[config.mk]
export PLATFORM = sky130hd
export DESIGN_NAME = ddram_arbiter
export DESIGN_NICKNAME = d
export VERILOG_FILES = /design/src/rtl/ddram_arbiter.sv
export SDC_FILE = /design/constraint.sdc
export NUM_CORES = 1
export LEC_CHECK = 0
export CAP_MARGIN = 10
export CORE_MARGIN = 2
export CORE_UTILIZATION = 44
export DETAILED_ROUTE_END_ITERATION = 16
export PLACE_DENSITY = 0.94
export SLEW_MARGIN = 10
export SYNTH_ARGS = -nofsm -noshare
export SYNTH_HDL_FRONTEND = slang
export SYNTH_SLANG_ARGS = --single-unit
[constraint.sdc]
create_clock -name DDRAM_CLK -period 10.47 [get_ports DDRAM_CLK]
set_clock_uncertainty 0.05 [all_clocks]
set_input_delay 1.5705 -clock DDRAM_CLK [delete_from_list [all_inputs] [get_ports DDRAM_CLK]]
set_output_delay 1.5705 -clock DDRAM_CLK [all_outputs]
set_load 0.01 [all_outputs]
[src/rtl/ddram_arbiter.sv]
// Two-client toggle-handshake arbiter feeding the single ddram write/read port.
// One downstream op is in flight at a time; reads return the addressed 16-bit lane.
module ddram_arbiter #(
  parameter bit PRIO_FIXED = 1'b0
) (
  input  logic        DDRAM_CLK,
  input  logic        reset,
  input  logic [27:0] c0_addr,
  input  logic [15:0] c0_din,
  input  logic        c0_we,
  input  logic        c0_req,
  output logic        c0_ack,
  output logic [15:0] c0_dout,
  input  logic [27:0] c1_addr,
  input  logic [15:0] c1_din,
  input  logic        c1_we,
  input  logic        c1_req,
  output logic        c1_ack,
  output logic [15:0] c1_dout,
  output logic [27:0] wraddr,
  output logic [15:0] din,
  output logic        we_req,
  input  logic        we_ack,
  output logic [27:0] rdaddr,
  output logic        rd_req,
  input  logic        rd_ack,
  input  logic [63:0] dout,
  output logic        busy
);

  typedef enum logic [1:0] {IDLE, WR, RD} state_t;

  state_t      r_state, w_next;
  logic        r_last, r_g, r_req_val;
  logic [1:0]  r_sel;
  logic        r_c0_ack, r_c1_ack, r_we_req, r_rd_req;
  logic [15:0] r_c0_dout, r_c1_dout, r_din;
  logic [27:0] r_wraddr, r_rdaddr;

  logic        w_pend0, w_pend1, w_any, w_grant;
  logic        w_g_we, w_g_req, w_wr_done, w_rd_done;
  logic [27:0] w_g_addr;
  logic [15:0] w_g_din, w_rd_word;

  assign w_pend0   = c0_req ^ r_c0_ack;
  assign w_pend1   = c1_req ^ r_c1_ack;
  assign w_any     = w_pend0 | w_pend1;
  assign w_wr_done = (we_ack == r_we_req);
  assign w_rd_done = (rd_ack == r_rd_req);
  assign w_rd_word = dout[{r_sel, 4'b0000} +: 16];

  // Ties go to c0 in fixed mode, otherwise to whoever was not served last.
  always_comb begin
    w_grant = w_pend1;
    if (w_pend0 && w_pend1)
      w_grant = PRIO_FIXED ? 1'b0 : ~r_last;
  end

  assign w_g_we   = w_grant ? c1_we   : c0_we;
  assign w_g_req  = w_grant ? c1_req  : c0_req;
  assign w_g_addr = w_grant ? c1_addr : c0_addr;
  assign w_g_din  = w_grant ? c1_din  : c0_din;

  always_ff @(posedge DDRAM_CLK or posedge reset) begin
    if (reset) r_state <= IDLE;
    else       r_state <= w_next;
  end

  always_comb begin
    w_next = r_state;
    case (r_state)
      IDLE:    if (w_any) w_next = w_g_we ? WR : RD;
      WR:      if (w_wr_done) w_next = IDLE;
      RD:      if (w_rd_done) w_next = IDLE;
      default: w_next = IDLE;
    endcase
  end

  always_ff @(posedge DDRAM_CLK or posedge reset) begin
    if (reset) begin
      r_last    <= 1'b1;
      r_g       <= 1'b0;
      r_req_val <= 1'b0;
      r_sel     <= 2'd0;
      r_c0_ack  <= 1'b0;
      r_c1_ack  <= 1'b0;
      r_c0_dout <= 16'd0;
      r_c1_dout <= 16'd0;
      r_we_req  <= 1'b0;
      r_rd_req  <= 1'b0;
      r_wraddr  <= 28'd0;
      r_rdaddr  <= 28'd0;
      r_din     <= 16'd0;
    end else begin
      case (r_state)
        IDLE: if (w_any) begin
          r_g       <= w_grant;
          r_req_val <= w_g_req;
          r_sel     <= w_g_addr[2:1];
          if (w_g_we) begin
            r_wraddr <= w_g_addr;
            r_din    <= w_g_din;
            r_we_req <= ~r_we_req;
          end else begin
            r_rdaddr <= w_g_addr;
            r_rd_req <= ~r_rd_req;
          end
        end
        WR: if (w_wr_done) begin
          if (r_g) r_c1_ack <= r_req_val;
          else     r_c0_ack <= r_req_val;
          r_last <= r_g;
        end
        RD: if (w_rd_done) begin
          if (r_g) begin
            r_c1_dout <= w_rd_word;
            r_c1_ack  <= r_req_val;
          end else begin
            r_c0_dout <= w_rd_word;
            r_c0_ack  <= r_req_val;
          end
          r_last <= r_g;
        end
        default: ;
      endcase
    end
  end

  assign c0_ack  = r_c0_ack;
  assign c1_ack  = r_c1_ack;
  assign c0_dout = r_c0_dout;
  assign c1_dout = r_c1_dout;
  assign wraddr  = r_wraddr;
  assign din     = r_din;
  assign we_req  = r_we_req;
  assign rdaddr  = r_rdaddr;
  assign rd_req  = r_rd_req;
  assign busy    = (r_state != IDLE);

endmodule

==> impl_metrics.json <==
{
  "yosysMostFrequentCell": "mux2_2",
  "cts.clk_slew.worst_paths_ns": 0.06,
  "clk_path_buf_depth": 2,
  "worst_pin_slew_ns": 1.04,
  "gp_congestion": 0.825,
  "clkLatencyLatePin_ns": 0.40,
  "reg2reg_from": "c0_ack",
  "ctsHoldBuffers": 0,
  "multi_input_area_sq_um": 2480,
  "setup_viol": 0,
  "slowest_stage": "o21ba_4",
  "initial_core_util": 0.454,
  "hold_viol": 0,
  "power_density_nw_per_um2": 323,
  "setup_tns_ns": 0,
  "drtIter0Drc": 128,
  "overflow": 0,
  "crit_path_cell_trace": "clkdlybuf4s50_1 > xnor2_1 > a211oi_1 > o21ba_4 > mux2_2",
  "cts-root-buf": "clkbuf_16",
  "cts_tree": "yes",
  "yosysWarnings": 0,
  "slew_headroom": 0.305,
  "postCtsSetupRepairBufs": 0,
  "grt_max_degree": 61,
  "ys_seq_area_frac": 0.523,
  "crit_path_end": "wraddr[27]",
  "wl_per_cell_um": 18.4,
  "cp-startpoint": "c1_req",
  "vias": 3984,
  "worstSetupPathType": "in -> reg",
  "synth-edff-count": 0,
  "core_area_sq_um": 12100,
  "rsz0062_at_grt": "no",
  "end_kind": "flip-flop",
  "grt_pass1_wl_mm": 22.9,
  "die_w_um": 116,
  "n_antenna_cell": 0,
  "grt_usage": 0.225,
  "period_minus_slack_ns": 3.79,
  "status": "completed",
  "dp_hpwl_mm": 11.1,
  "num_rows": 40,
  "io_buffers": 268,
  "seq_area_sq_um": 2880,
  "totalWireLength_mm": 14.7,
  "ff2ff_setup_slack_ns": 7.91,
  "syn2layout_area_growth_pct": 61.8,
  "drv_cap": 0,
  "io_pins": 269,
  "leakagePower_uw": 0.00364,
  "ys_seq_elements": 115,
  "synthArstFlopShare": 1.00,
  "netlist_area_sq_um": 5500,
  "syn_inst": 344,
  "cts-htree-levels": 4,
  "holdCritPathClass": "reg -> reg",
  "vias_per_cell": 4.99,
  "synthTopCellsByArea": "dfrtp_1 (52%), mux2_2 (25%), mux2_4 (7.6%)",
  "fillers": 777,
  "max-vdd-ir-drop_v": 0.000167,
  "cp.required_ns": 10.71,
  "synth.avg_cell_area_sq_um": 16.0,
  "numClockSinks": 115,
  "grt_pass1_vias": 4512,
  "fin_cells": 799,
  "numCtsBuffers": 17,
  "drc": 0,
  "fmax_mhz": 264,
  "min_from": "rdaddr[4]",
  "crit-reg2reg-capture": "wraddr[27]",
  "postRouteAntennaNets": 0,
  "worstSetupStartpointType": "input pin",
  "holdPathStages": 1,
  "synth_cell_types": 31,
  "reg2reg_depth": 4,
  "synth_top_area_frac": 0.518,
  "synth_flop_cell": "dfrtp_1",
  "path_max_fanout": 46,
  "dieArea_sq_um": 13400,
  "drive_above_1_share": 0.338,
  "placedCellCount": 767,
  "antenna_found_initial": 0,
  "drtPass1Iterations": 4,
  "cts_resized": 0,
  "drv_slew": 0,
  "cp.arrival_ns": 4.04,
  "min_period_over_period": 0.362,
  "slowest_delay_ns": 0.83,
  "post-synth-top-area-cell": "dfrtp_1",
  "dieHeight_um": 116,
  "synth_commonest_cells": "mux2_2 (124), dfrtp_1 (114), mux2_4 (28)",
  "fin_nets": 781,
  "synthesis.nets": 507
}
[power by group]
group          leakage [uW]  internal, uW  total [uW]  switching, uW
combinational       0.00200           920        1460            541
sequential          0.00136           682         851            168
clock              0.000277           361         567            206
[critical path, delay by kind of cell]
family | cells | cell delay (ns)
compound gates | 2 | 1.26
buf+inv | 1 | 0.58
mux | 1 | 0.41
xor+xnor | 1 | 0.18
[per-layer routing]
metal	vias to the layer above	GRT usage	routed length [um]
met2	188	0.400	7500
met5	-	0	0
met4	0	0.0944	334
li1	1817	-	-
met1	1951	0.241	5440
met3	28	0.0832	1450
[state kept, by name, indices dropped and copies added, names as in the netlist]
signal,flops
r_state,2
din,16
c0_dout,16
r_last,1
r_req_val,1
wraddr,28
c1_dout,16
rdaddr,28
c0_ack,1
r_g,1
c1_ack,1
rd_req,1
r_sel,2
we_req,1
[worst min path at each step]
stage | to | slack (ns)
floorplan | r_req_val | 0.41
global placement | c1_dout[10] | 0.44
detailed placement | c0_dout[9] | 0.44
CTS | c0_dout[9] | 0.46
global route | c0_dout[13] | 0.47
finish | rdaddr[4] | 0.45
[per-stage QoR]
stage,setup WS [ns],area (sq um),total power [uW],util,hold slack (ns)
2_1_floorplan,5.81,5500,1680,-,0.414
5_1_grt,6.58,8900,3040,0.735,0.469
6_report,6.68,8900,2880,0.735,0.454
3_5_place_dp,6.27,8320,2330,0.687,0.445
4_1_cts,6.69,8900,2910,0.735,0.457
3_3_place_gp,6.36,8320,2270,0.687,0.438
[layout make-up]
cell class                 count  share of cell area
timing repair buffer         273               0.306
clock inverter                13              0.0152
multi-input combinational    205               0.279
clock buffer                  19              0.0509
sequential                   115               0.323
tap                          168              0.0236
inverter                       6             0.00281
[kinds of logic (layout without fill, tap and decap cells)]
group	count (synthesis)	in the layout	synth area share
adders and majority gates	3	3	0.00682
DFF	115	115	0.523
muxes	168	168	0.396
AOI/OAI and AO/OA	15	15	0.0216
xor gates and xnor gates	7	7	0.0125
buffers and inverters	24	311	0.0293
and+or+nand+nor	12	12	0.0109
[cell usage in the layout, fill, tap and decap left out, types with 4 or more instances in the layout]
cell type        instances
a22o_1                   4
buf_4                    5
clkbuf_16               17
clkdlybuf4s50_1        268
clkinv_2                 4
clkinvlp_4               5
dfrtp_1                114
inv_1                    5
mux2_2                 124
mux2_4                  28
mux4_2                  16
nand2_1                  4
xor2_1                   4
(Power assumes the default switching activity.)
